==> src/rtl/gba_cart_arb_pkg.sv <==
// Shared types for the cartridge memory arbiter: FSM states, byte-enable
// patterns and the packed write request handed from packer to arbiter.
package gba_cart_arb_pkg;

   typedef enum logic {
      IDLE    = 1'b0,
      RD_WAIT = 1'b1
   } arb_state_t;

   localparam logic [3:0] BE_LO  = 4'b0011;
   localparam logic [3:0] BE_HI  = 4'b1100;
   localparam logic [3:0] BE_ALL = 4'b1111;

   // Request address field is wide enough for any supported ADDR_W (<= 16).
   localparam int REQ_ADDR_W = 16;

   typedef struct packed {
      logic [REQ_ADDR_W-1:0] addr;
      logic [3:0]            be;
      logic [31:0]           data;
   } wr_req_t;

endpackage

==> src/rtl/gba_cart_mem_arbiter_packer.sv <==
// Packs download halfwords into word writes. Holds one low half (hbuf) waiting
// for its partner and one complete request (pend) waiting for the arbiter.
module gba_halfword_packer
   import gba_cart_arb_pkg::*;
#(
   parameter int ADDR_W = 13
) (
   input  logic          clk_sys,
   input  logic          reset_n,
   input  logic          dl_active,
   input  logic          dl_wr,
   input  logic [24:0]   dl_addr,
   input  logic [15:0]   dl_data,
   output logic          dl_wait,
   output logic          dl_done,
   output wr_req_t       req,
   output logic          req_valid,
   input  logic          req_accept
);

   logic              hbuf_valid, hbuf_valid_n;
   logic [ADDR_W-1:0] hbuf_addr, hbuf_addr_n;
   logic [15:0]       hbuf_data, hbuf_data_n;
   logic              pend_valid, pend_valid_n;
   wr_req_t           pend, pend_n;
   logic              active_q;
   logic              flushing, flushing_n;
   logic              done_n;
   logic [ADDR_W-1:0] waddr;
   logic              wr_ok;
   logic              same_word;
   logic              unused_bits;

   assign waddr       = dl_addr[ADDR_W+1:2];
   assign wr_ok       = dl_wr && !dl_wait && (dl_addr[24:ADDR_W+2] == '0);
   assign same_word   = hbuf_valid && (hbuf_addr == waddr);
   assign req         = pend;
   assign req_valid   = pend_valid;
   assign unused_bits = dl_addr[0];

   function automatic wr_req_t mk_req(input logic [ADDR_W-1:0] a,
                                      input logic [3:0]        be,
                                      input logic [31:0]       d);
      wr_req_t r;
      r                  = '0;
      r.addr[ADDR_W-1:0] = a;
      r.be               = be;
      r.data             = d;
      return r;
   endfunction

   // Next buffer/pend state: pack the incoming halfword first, then flush.
   always_comb begin
      hbuf_valid_n = hbuf_valid;
      hbuf_addr_n  = hbuf_addr;
      hbuf_data_n  = hbuf_data;
      pend_valid_n = pend_valid && !req_accept;
      pend_n       = pend;
      flushing_n   = flushing || (active_q && !dl_active);
      done_n       = 1'b0;

      if (wr_ok) begin
         if (!dl_addr[1]) begin
            if (hbuf_valid && !same_word) begin
               pend_valid_n = 1'b1;
               pend_n       = mk_req(hbuf_addr, BE_LO, {16'h0000, hbuf_data});
            end
            hbuf_valid_n = 1'b1;
            hbuf_addr_n  = waddr;
            hbuf_data_n  = dl_data;
         end else if (same_word) begin
            pend_valid_n = 1'b1;
            pend_n       = mk_req(waddr, BE_ALL, {dl_data, hbuf_data});
            hbuf_valid_n = 1'b0;
         end else begin
            pend_valid_n = 1'b1;
            pend_n       = mk_req(waddr, BE_HI, {dl_data, 16'h0000});
         end
      end

      // An orphan low half goes out on its own once the download has ended.
      if (flushing_n && hbuf_valid_n && !pend_valid_n) begin
         pend_valid_n = 1'b1;
         pend_n       = mk_req(hbuf_addr_n, BE_LO, {16'h0000, hbuf_data_n});
         hbuf_valid_n = 1'b0;
      end

      if (flushing_n && !hbuf_valid_n && !pend_valid_n) begin
         flushing_n = 1'b0;
         done_n     = 1'b1;
      end
   end

   // Buffer, pending request and handshake registers.
   always_ff @(posedge clk_sys or negedge reset_n) begin
      if (!reset_n) begin
         hbuf_valid <= 1'b0;
         hbuf_addr  <= '0;
         hbuf_data  <= '0;
         pend_valid <= 1'b0;
         pend       <= '0;
         active_q   <= 1'b0;
         flushing   <= 1'b0;
         dl_wait    <= 1'b0;
         dl_done    <= 1'b0;
      end else begin
         hbuf_valid <= hbuf_valid_n;
         hbuf_addr  <= hbuf_addr_n;
         hbuf_data  <= hbuf_data_n;
         pend_valid <= pend_valid_n;
         pend       <= pend_n;
         active_q   <= dl_active;
         flushing   <= flushing_n;
         dl_wait    <= pend_valid;
         dl_done    <= done_n;
      end
   end

endmodule

==> src/rtl/gba_cart_mem_arbiter.sv <==
// Arbitrates the single-port cart RAM between CPU reads and packed download
// writes. Reads win unless a pending write has lost STARVE_MAX times.
//
//   state   | meaning
//   --------+-----------------------------------------------------------
//   IDLE    | grant a write (1 cycle, stay) or a read (address out now)
//   RD_WAIT | memory returns read data; capture it and pulse cpu_valid
module gba_cart_mem_arbiter
   import gba_cart_arb_pkg::*;
#(
   parameter int ADDR_W     = 13,
   parameter int STARVE_MAX = 8
) (
   input  logic              clk_sys,
   input  logic              reset_n,
   input  logic              dl_active,
   input  logic              dl_wr,
   input  logic [24:0]       dl_addr,
   input  logic [15:0]       dl_data,
   output logic              dl_wait,
   output logic              dl_done,
   input  logic              cpu_rd,
   input  logic [ADDR_W+1:0] cpu_addr,
   output logic [31:0]       cpu_data,
   output logic              cpu_valid,
   output logic [ADDR_W-1:0] mem_addr,
   output logic              mem_we,
   output logic [3:0]        mem_be,
   output logic [31:0]       mem_wdata,
   input  logic [31:0]       mem_rdata
);

   localparam int AGE_W = $clog2(STARVE_MAX + 1);

   arb_state_t       state, state_n;
   logic [AGE_W-1:0] age, age_n;
   logic             ready;
   wr_req_t          req;
   logic             req_valid;
   logic             req_accept;
   logic             unused_bits;

   assign unused_bits = ^{cpu_addr[1:0], req.addr};

   gba_halfword_packer #(
      .ADDR_W (ADDR_W)
   ) u_packer (
      .clk_sys    (clk_sys),
      .reset_n    (reset_n),
      .dl_active  (dl_active),
      .dl_wr      (dl_wr),
      .dl_addr    (dl_addr),
      .dl_data    (dl_data),
      .dl_wait    (dl_wait),
      .dl_done    (dl_done),
      .req        (req),
      .req_valid  (req_valid),
      .req_accept (req_accept)
   );

   // Grant decision and memory port drive; bus idles at zero when unused.
   always_comb begin
      state_n    = state;
      age_n      = age;
      req_accept = 1'b0;
      mem_addr   = '0;
      mem_we     = 1'b0;
      mem_be     = '0;
      mem_wdata  = '0;
      case (state)
         IDLE: begin
            if (ready) begin
               if (req_valid && (!cpu_rd || age == AGE_W'(STARVE_MAX))) begin
                  req_accept = 1'b1;
                  mem_we     = 1'b1;
                  mem_addr   = req.addr[ADDR_W-1:0];
                  mem_be     = req.be;
                  mem_wdata  = req.data;
                  age_n      = '0;
               end else if (cpu_rd) begin
                  mem_addr = cpu_addr[ADDR_W+1:2];
                  state_n  = RD_WAIT;
                  if (req_valid && age != AGE_W'(STARVE_MAX))
                     age_n = age + AGE_W'(1);
               end
            end
         end
         RD_WAIT: state_n = IDLE;
         default: state_n = IDLE;
      endcase
   end

   // State, starvation age and registered read return.
   always_ff @(posedge clk_sys or negedge reset_n) begin
      if (!reset_n) begin
         state     <= IDLE;
         age       <= '0;
         ready     <= 1'b0;
         cpu_valid <= 1'b0;
         cpu_data  <= '0;
      end else begin
         state     <= state_n;
         age       <= age_n;
         ready     <= 1'b1;
         cpu_valid <= (state == RD_WAIT);
         if (state == RD_WAIT)
            cpu_data <= mem_rdata;
      end
   end

endmodule

==> config.mk <==
export PLATFORM = sky130hd
export DESIGN_NAME = gba_cart_mem_arbiter
export DESIGN_NICKNAME = d
export VERILOG_FILES = /design/src/rtl/gba_cart_arb_pkg.sv /design/src/rtl/gba_cart_mem_arbiter_packer.sv /design/src/rtl/gba_cart_mem_arbiter.sv
export SDC_FILE = /design/constraint.sdc
export NUM_CORES = 1
export LEC_CHECK = 0
export ABC_AREA = 1
export CAP_MARGIN = 20
export CORE_ASPECT_RATIO = 1.5
export CORE_MARGIN = 1
export CORE_UTILIZATION = 48
export DETAILED_ROUTE_END_ITERATION = 8
export PLACE_DENSITY = 0.85
export SLEW_MARGIN = 20
export SYNTH_ARGS = -nofsm -noshare
export SYNTH_HDL_FRONTEND = slang
export SYNTH_SLANG_ARGS = --single-unit
==> constraint.sdc <==
create_clock -name clk_sys -period 2 [get_ports clk_sys]
set_input_delay 0.4 -clock clk_sys [delete_from_list [all_inputs] [get_ports clk_sys]]
set_output_delay 0.4 -clock clk_sys [all_outputs]
set_load 0.005 [all_outputs]
# After elaboration in Yosys (flattened, before gate mapping)

Index checks and enable logic that the tools add are counted.

$add $sub $neg: 1
Equality and inequality tests: 3
Mux-type cells: 39
Bitwise operators: 1
Reductions and logical operators: 29

Operators by type and width:

| cell                                                           | count |
|---|---|
| 49-bit two-way mux                                             | 4 |
| 32-bit two-way mux                                             | 3 |
| 13-bit two-way mux                                             | 6 |
| 34-bit two-way mux                                             | 1 |
| 16-bit two-way mux                                             | 2 |
| 4-bit two-way mux                                              | 6 |
| 1-bit two-way mux                                              | 16 |
| 13-bit == test                                                 | 1 |
| 1-bit logical AND                                              | 12 |
| 10-bit logical NOT                                             | 1 |
| 1-bit logical NOT                                              | 8 |
| 2-bit nonzero test                                             | 3 |
| 4-bit by 1-bit adder with 4-bit output (second input constant) | 1 |
| 4-bit == test (second input constant)                          | 1 |
| 4-bit inequality test (second input constant)                  | 1 |
| 4-bit AND reduction                                            | 1 |
| 3-bit nonzero test                                             | 1 |
| 1-bit logical OR                                               | 2 |
| 1-bit case mux with 2 select lines                             | 1 |
| 2-bit AND reduction                                            | 1 |
| 1-bit inverter                                                 | 1 |

Flip-flop bits (word level): 123
Output and inout port bits: 85
Logic and storage cells: 89

# Depth between registers and ports, before layout

Gate-level depths: netlist (run 1).

Depth after elaboration: 18
Depth in mapped cells: 16
Gate-level depth less buffers: 15

# By module

From an unflattened synthesis (run 1), not the netlist that was laid out.

Cell total of the unflattened synthesis: 838
Area, all modules: 6485.0 um^2

Modules (own cells, without submodules):

| module               | instances | cells an instance | area an instance (um^2) | sequential area each (um^2) |
|---|---|---|---|---|
| gba_halfword_packer  | 1         | 543               | 4175.3                  | 2052.0 |
| gba_cart_mem_arbiter | 1         | 295               | 2309.7                  | 975.9 |

# Worst setup path after synthesis (run 1)

OpenSTA, ideal clock, no wires.

Path kind: reg2out
From: reg age[0]
To: out mem_addr[10]
Data arrival time: 1.436 ns
Data required time: 1.600 ns
Path slack: 0.164 ns
Stages on the path, launching flop included: 10
Cell sequence: dfrtp_1 -> inv_1 -> ha_1 -> nand3_1 -> nand2_1 -> nand2_1 -> nand3_1 -> inv_1 -> buf_1 -> a22o_1

Longest elaborated chain between the ends: 6

Ends and longest elaborated chain:

| item                   | RTL line                    | RTL |
|---|---|---|
| from (decl)            | gba_cart_mem_arbiter.sv:36  | `logic [AGE_W-1:0] age, age_n;` |
| from (signal assigned) | gba_cart_mem_arbiter.sv:103 | `age <= age_n;` |
| 4-bit == test          | gba_cart_mem_arbiter.sv:73  | `if (req_valid && (!cpu_rd \|\| age == AGE_W'(STARVE_MAX))) begin` |
| 1-bit logical OR       | gba_cart_mem_arbiter.sv:73  |  |
| 1-bit logical AND      | gba_cart_mem_arbiter.sv:73  |  |
| 13-bit two-way mux     | gba_cart_mem_arbiter.sv:73  |  |
| 13-bit two-way mux     | gba_cart_mem_arbiter.sv:72  | `if (ready) begin` |
| 13-bit two-way mux     | gba_cart_mem_arbiter.sv:70  | `case (state)` |
| to (decl)              | gba_cart_mem_arbiter.sv:26  | `output logic [ADDR_W-1:0] mem_addr,` |

No other way between the ends.

# Final worst setup path (run 1)

From: reg age[2]
To: out mem_addr[0]

Same word-level chain as after synthesis.

==> results of run 1 <==
## synth_stat cells
master                     count
sky130_fd_sc_hd__nor4_1        2
sky130_fd_sc_hd__buf_1         4
sky130_fd_sc_hd__o21ai_0      29
sky130_fd_sc_hd__nand2_2      15
sky130_fd_sc_hd__inv_2         2
sky130_fd_sc_hd__inv_1       105
sky130_fd_sc_hd__nor2_4        3
sky130_fd_sc_hd__ha_1          2
sky130_fd_sc_hd__nor2_2        3
sky130_fd_sc_hd__nand2_1     227
sky130_fd_sc_hd__mux2_2       34
sky130_fd_sc_hd__and2_1        2
sky130_fd_sc_hd__nand3_1      24
sky130_fd_sc_hd__conb_1        1
sky130_fd_sc_hd__nor3_1        2
sky130_fd_sc_hd__nor2_1       72
sky130_fd_sc_hd__dfrtp_1     121
sky130_fd_sc_hd__nor2_8        1
sky130_fd_sc_hd__a21oi_1      27
sky130_fd_sc_hd__buf_6         6
sky130_fd_sc_hd__buf_4         5
sky130_fd_sc_hd__xnor2_1       3
sky130_fd_sc_hd__nand3_2       2
sky130_fd_sc_hd__buf_2         6
sky130_fd_sc_hd__o211ai_1      1
sky130_fd_sc_hd__clkbuf_1      9
sky130_fd_sc_hd__mux2i_1       2
sky130_fd_sc_hd__xor2_1        1
sky130_fd_sc_hd__a22o_1       13
## kinds of logic (layout without fill, tap and decap cells)
logic type	after synthesis	count (layout)
buf+inv	137	423
xor+xnor	4	4
simple gates	353	357
compound gates	70	70
flops	121	121
fa+ha+maj	2	2
mux	36	36
other cells	1	2
## worst min-delay path by stage
stage,from,endpoint,slack [ns],depth (start not counted)
6_report,dl_addr[13],u_packer.hbuf_addr[11],0.38,2
5_1_grt,dl_addr[13],u_packer.hbuf_addr[11],0.40,2
4_1_cts,dl_active,u_packer.active_q,0.45,1
3_5_place_dp,reset_n,cpu_data[10],0.37,1
3_3_place_gp,reset_n,cpu_data[10],0.37,1
2_1_floorplan,reset_n,age[0],0.10,0
## worst register-to-register path, cell delays in order, from the launching register on
cell and delay [ns]:
sky130_fd_sc_hd__dfrtp_1 0.40, sky130_fd_sc_hd__inv_2 0.07, sky130_fd_sc_hd__nand2_2 0.07, sky130_fd_sc_hd__nand2_1 0.10, sky130_fd_sc_hd__nor2_1 0.12, sky130_fd_sc_hd__nand2_1 0.10, sky130_fd_sc_hd__nor2_4 0.12, sky130_fd_sc_hd__nand2_2 0.10
sky130_fd_sc_hd__nand2_2 0.10, sky130_fd_sc_hd__buf_4 0.13, sky130_fd_sc_hd__buf_4 0.11, sky130_fd_sc_hd__nand2_1 0.06, sky130_fd_sc_hd__nand3_1 0.13, sky130_fd_sc_hd__buf_12 0.15, sky130_fd_sc_hd__nor2_1 0.07, sky130_fd_sc_hd__a21oi_2 0.15
sky130_fd_sc_hd__nand2_1 0.08
## metrics by stage
step,setup TNS [ns],total power (uW),std cells
global placement,-55.02,5760,1085
finish,-16.28,10000,1168
detailed placement,-56.97,5850,1085
floorplan,0,4420,724
CTS,-12.62,9530,1159
global route,-22.48,10400,1167
## state kept, by name, indices dropped and copies added, names as in the netlist, 4 cells and up
| signal | flops |
|---|---|
| age | 4 |
| cpu_data | 32 |
| u_packer.hbuf_addr | 13 |
| u_packer.hbuf_data | 16 |
| u_packer.req | 47 |
## layout make-up
cell class | count | area [um^2]
sequential | 121 | 3030
clock inverter | 10 | 118
fill | 674 | 2140
clock buffer | 22 | 474
tap | 153 | 191
multi-input combinational | 470 | 2930
timing repair buffer | 284 | 2720
inverter | 107 | 407
antenna | 1 | 2.50
## metal layers
layer | GRT usage | vias to the layer above
met5 | 0 | -
met4 | 0.177 | 0
met3 | 0.0616 | 97
met2 | 0.537 | 335
met1 | 0.344 | 2985
li1 | - | 2785
## power groups by stage
stage / Clock, uW / Combinational, uW / Sequential (uW)
6_report: 3070 / 3630 / 3310
5_1_grt: 3210 / 3840 / 3370
4_1_cts: 3060 / 3180 / 3290
3_5_place_dp: 0 / 2540 / 3300
3_3_place_gp: 0 / 2490 / 3270
2_1_floorplan: 0 / 1140 / 3280
## repair_timing
item	4_1_cts	5_1_grt
hold buffers	1	0
resized for setup	286	142
endpoints found under the setup margin	97	111
pin swaps	66	54
gates cloned	7	2
endpoints found under the hold margin	29	0
buffers inserted	37	12
==> impl_metrics.toml, run 1 <==
[status]
status = "finished, violations left"
failing_checks = "setup timing"

[sta]
report.final.hold_viol_count = 0
final_worst_clock_skew_ns = 0.0124
fmax_mhz = 416
period_needed_ns = 2.40
max-slew-margin-rel = 0.595
fin_ws_ns = -0.403
finalCritPeriodShare = 1.20
tightest_slew_ns = 0.601
setup-violations-final = 98
rsz0062_at_grt = "yes"
fin_max_slew_vios = 0
holdWs_ns = 0.378

[setup_path]
crit_path_launch_type = "flip-flop"
path_depth_of_the_worst_reg2reg_path = 16
reg2reg_setup_slack_ns = -0.16
critPathTopFamily = "buffers and inverters"
crit_chain = "inv_1, nand3_4, nand2_4, buf_6, nand2_8, inv_4, buf_6, buf_6, a22o_1, buf_2"
critical-path-top-cell-by-count = "sky130_fd_sc_hd__buf_6"
r2r-start = "u_packer.hbuf_addr[2]"
path_buf_inv = 6
critical_path.endpoint_type = "primary output"
largest_fanout_on_the_critical_path = 7
critPathSlowestCell = "sky130_fd_sc_hd__dfrtp_1"
timing.critical_path.required_ns = 1.60
critPathCapture = "mem_addr[0]"
critPathMaxStageDelay_ns = 0.47
crit-reg2reg-capture = "u_packer.req[43]"
crit_start = "age[2]"
worstSetupPathType = "flip-flop to primary output"
cp_data_arrival_time_ns = 2.00
worstSetupPathDepth = 10

[route]
drtPass1Iterations = 5
ant_nets = 0
route.detailed.vias_per_inst = 5.31
topRoutingLayerUsed = "met4"
wl_met3_mm = 1.38
drc_errors = 0
dr.first_iter.drc_count = 256
wl_met2_mm = 11.6
wl_mm = 21.8
vias = 6202
routedWlPerCell_um = 18.7
wl_met1_mm = 7.66

[pwr]
power.density_nw_per_um2 = 1010
power.sequential.fraction = 0.331
power_frac_clock = 0.307
pwr-share-comb = 0.362
switching_share_of_power = 0.315
internal_power_uw = 6860
vdd.ir_drop.worst_mv = 0.610
static-leakage-power_uw = 0.00500
power_switching_uw = 3150

[clocking]
clock_slew_at_reported_path_ffs_ns = 0.06
cts.path.max_buffers = 2
clock_sink_count = 121
cts_inserted_buffers = 17
clock-root-buffer = "sky130_fd_sc_hd__clkbuf_16"
h_tree_depth_reported_by_cts = 4
tritoncts = "yes"
clock_insertion_delay_worst_skew_ns = 0.42

[global_routing]
gr_util_all_layers = 0.309
grt_start_max_net_pins = 58
grt_antenna_before_repair = 0
grt_pass1_wl_mm = 30.3
globalRouteOverflowTotal = 0
grt_pass1_vias = 6135

[cells_and_area]
area_delta_synth_final_pct = 66.1
layout_commonest_cell = "sky130_fd_sc_hd__nand2_1"
post-route-util = 0.822
post_route_cells_drive_above_1_share = 0.389
nets_final = 1096
commonest_non_fill_non_tap_cells_in_the_layout = "sky130_fd_sc_hd__nand2_1, sky130_fd_sc_hd__dfrtp_1, sky130_fd_sc_hd__clkdlybuf4s50_1"
finish.instance_area_um2 = 9880

[logic_synthesis]
instance_count_of_the_mapped_netlist = 724
synth-xor-area-share = 0.00589
synth-seq-cells = 121
ys.warnings.count = 0
synthesized_area_per_cell_um2 = 8.21
synth_top_cell_by_area = "sky130_fd_sc_hd__dfrtp_1"
ys_seq_area_frac = 0.509
mappedNetlistArea_um2 = 5950
synth.top_cells.by_area = "sky130_fd_sc_hd__dfrtp_1, sky130_fd_sc_hd__nand2_1, sky130_fd_sc_hd__inv_1"
synth_top_area_share = 0.509
synth-compound-area-share = 0.0676
synth_top_family_by_area = "simple AND/OR/NAND/NOR gates"
yosys.area_share.adder = 0.00421
synthesis.nets = 819
post_synth_num_cell_types = 29
synthesized_area_fraction_occupied_by_and_or_nand_nor_cells = 0.246
synth.mux.area_fraction = 0.0678

[place]
place_worst_setup_slack_ns = -0.701
area_post_placement_um2 = 8280
dpl_hpwl_mm = 11.3
finalWeightedCongestion = 0.778
port_buffers = 174

[run]
max_cap_viol_count = 0

[die]
floorplan.io_pins = 178
floorplan_die_area_um2 = 12800
core.rowCount = 49
die-width_um = 92.9
floorplan.initialDensity = 0.495
die-height_um = 138
core_area_um2 = 12000

[hold_path]
worstHoldPathType = "primary input to flip-flop"
(Power assumes the default switching activity.)
==> run 2: changes to the inputs <==
--- a/config.mk
+++ b/config.mk
@@ -11,7 +11,7 @@
 export CORE_MARGIN = 1
 export CORE_UTILIZATION = 48
 export DETAILED_ROUTE_END_ITERATION = 8
-export PLACE_DENSITY = 0.85
+export PLACE_DENSITY = 0.9
 export SLEW_MARGIN = 20
 export SYNTH_ARGS = -nofsm -noshare
 export SYNTH_HDL_FRONTEND = slang
==> run 2 against run 1 <==
Compared with the run above:
- the flow still finishes with violations (setup timing)
- clock power down 4%
- total power increased by 3.0%
- global-route usage rose by 0.77 points
- via count up 0.61%
- register-to-register slack better by 0.02 ns
- critical endpoint is now mem_addr[11]
- sequential cell count stayed put
- clock skew down 0.0064 ns
- core utilization up 1.7 points
- worst hold slack got worse by 0.016 ns
- die area unchanged
- combinational power rose by 10%
- non-clock buffer count down 8
==> impl_metrics.toml, run 2 (synthesis results as in run 1) <==
[die]
core_area_um2 = 12000
die-height_um = 138
floorplan_die_area_um2 = 12800
die-width_um = 92.9
floorplan.io_pins = 178
core.rowCount = 49
floorplan.initialDensity = 0.495

[clocking]
clock_sink_count = 121
cts_inserted_buffers = 17
cts.path.max_buffers = 2
clock-root-buffer = "sky130_fd_sc_hd__clkbuf_16"
clock_slew_at_reported_path_ffs_ns = 0.06
tritoncts = "yes"
clock_insertion_delay_worst_skew_ns = 0.41
h_tree_depth_reported_by_cts = 4

[route]
drtPass1Iterations = 5
route.detailed.vias_per_inst = 5.39
ant_nets = 0
drc_errors = 0
wl_mm = 22.6
dr.first_iter.drc_count = 455
routedWlPerCell_um = 19.5
vias = 6240

[setup_path]
largest_fanout_on_the_critical_path = 4
crit_path_launch_type = "flip-flop"
critical_path.endpoint_type = "primary output"
worstSetupPathType = "flip-flop to primary output"
timing.critical_path.required_ns = 1.60
cp_data_arrival_time_ns = 1.92

[sta]
fin_max_slew_vios = 0
fin_ws_ns = -0.323
finalCritPeriodShare = 1.16
rsz0062_at_grt = "yes"
holdWs_ns = 0.362
final_worst_clock_skew_ns = 0.00593
fmax_mhz = 430
period_needed_ns = 2.32
report.final.hold_viol_count = 0
setup-violations-final = 85

[cells_and_area]
nets_final = 1087
post_route_cells_drive_above_1_share = 0.389
commonest_non_fill_non_tap_cells_in_the_layout = "sky130_fd_sc_hd__nand2_1, sky130_fd_sc_hd__dfrtp_1, sky130_fd_sc_hd__clkdlybuf4s50_1"
layout_commonest_cell = "sky130_fd_sc_hd__nand2_1"
area_delta_synth_final_pct = 69.5
insertedDiodeCount = 0
finish.cell_count_without_fillers = 1158
largest_register_ffs = 47

[pwr]
static-leakage-power_uw = 0.00508
vdd.ir_drop.worst_mv = 0.768
power.density_nw_per_um2 = 1020

[run]
max_cap_viol_count = 0

[status]
failing_checks = "setup timing"
status = "finished, violations left"

[place]
finalWeightedCongestion = 0.804
place.detailed.instances = 1075
port_buffers = 174
dpl_hpwl_mm = 11.1

[hold_path]
worstHoldPathType = "primary input to asynchronous set/reset pin"

[global_routing]
grt_start_max_net_pins = 69
grt_pass1_wl_mm = 31.1
grt_antenna_before_repair = 0
gr_util_all_layers = 0.316
grt_pass1_vias = 6328
globalRouteOverflowTotal = 0
-- run 2: changes by cell type in the layout (fill, tap and decap cells not counted), moves of 8 or more --
cell / change
sky130_fd_sc_hd__nor2_1: -9
sky130_fd_sc_hd__nand2_4: +9
sky130_fd_sc_hd__nor2_4: +25
sky130_fd_sc_hd__buf_4: -22
sky130_fd_sc_hd__clkdlybuf4s15_2: -8
sky130_fd_sc_hd__buf_6: +11
sky130_fd_sc_hd__nor2_2: -17
-- run 2: area by class of cell --
class                      instances  area [um^2]
sequential                       121         3030
clock inverter                    12         98.8
multi-input combinational        469         3090
tap                              153          191
timing repair buffer             276         2800
clock buffer                      20          467
inverter                         107          409
fill                             606         1940
-- run 2: routing by layer --
layer,GRT usage,part of all wire
met5,0,0
met4,0.173,0.061
met3,0.0677,0.069
met2,0.563,0.53
met1,0.342,0.34
-- run 2: worst paths after layout --
| check | start | to | slack (ns) | cells after the start |
|---|---|---|---|---|
| max in group asynchronous | reset_n | u_packer.hbuf_valid | 1.06 | 3 |
| max | age[0] | mem_addr[11] | -0.32 | 11 |
| max reg2reg | age[0] | u_packer.req[14] | -0.14 | 16 |
| min in group clk_sys | dl_addr[3] | u_packer.hbuf_addr[1] | 0.39 | 3 |
| min reg2reg | u_packer.req[20] | u_packer.req[20] | 0.48 | 2 |
| min | reset_n | cpu_data[10] | 0.36 | 2 |
-- run 2: through the flow --
stage / cell area (um^2) / utilization / TNS [ns] / setup WS, ns / power, uW
2_1_floorplan: 5950 / - / 0 / 0.164 / 4420
3_3_place_gp: 8210 / 0.683 / -50.55 / -0.582 / 5740
3_5_place_dp: 8210 / 0.683 / -53.44 / -0.661 / 5850
4_1_cts: 9480 / 0.789 / -13.99 / -0.297 / 9550
5_1_grt: 10100 / 0.839 / -20.10 / -0.393 / 10700
6_report: 10100 / 0.839 / -12.56 / -0.323 / 10300
-- run 2: timing repair --
| item | 4_1_cts | 5_1_grt |
|---|---|---|
| setup endpoints to repair | 102 | 115 |
| gates cloned | 9 | 6 |
| hold buffers | 1 | 0 |
| pin swaps | 39 | 45 |
| hold endpoints to repair | 4 | 0 |
| setup buffers | 31 | 8 |
| resized for setup | 309 | 182 |
-- run 2: power breakdown --
group | switching, uW | internal (uW)
logic | 1870 | 2140
registers | 377 | 2970
clock network | 1160 | 1800
-- run 2: worst max-delay path: stages, from the launching register on --
cell and delay, ns:
sky130_fd_sc_hd__dfrtp_1 0.39, sky130_fd_sc_hd__inv_2 0.09, sky130_fd_sc_hd__ha_4 0.14, sky130_fd_sc_hd__nand3_4 0.06
sky130_fd_sc_hd__nand2_4 0.09, sky130_fd_sc_hd__nand2_4 0.06, sky130_fd_sc_hd__nand3_2 0.07, sky130_fd_sc_hd__inv_2 0.05
sky130_fd_sc_hd__buf_6 0.13, sky130_fd_sc_hd__buf_6 0.11, sky130_fd_sc_hd__a22o_1 0.18, sky130_fd_sc_hd__buf_2 0.13
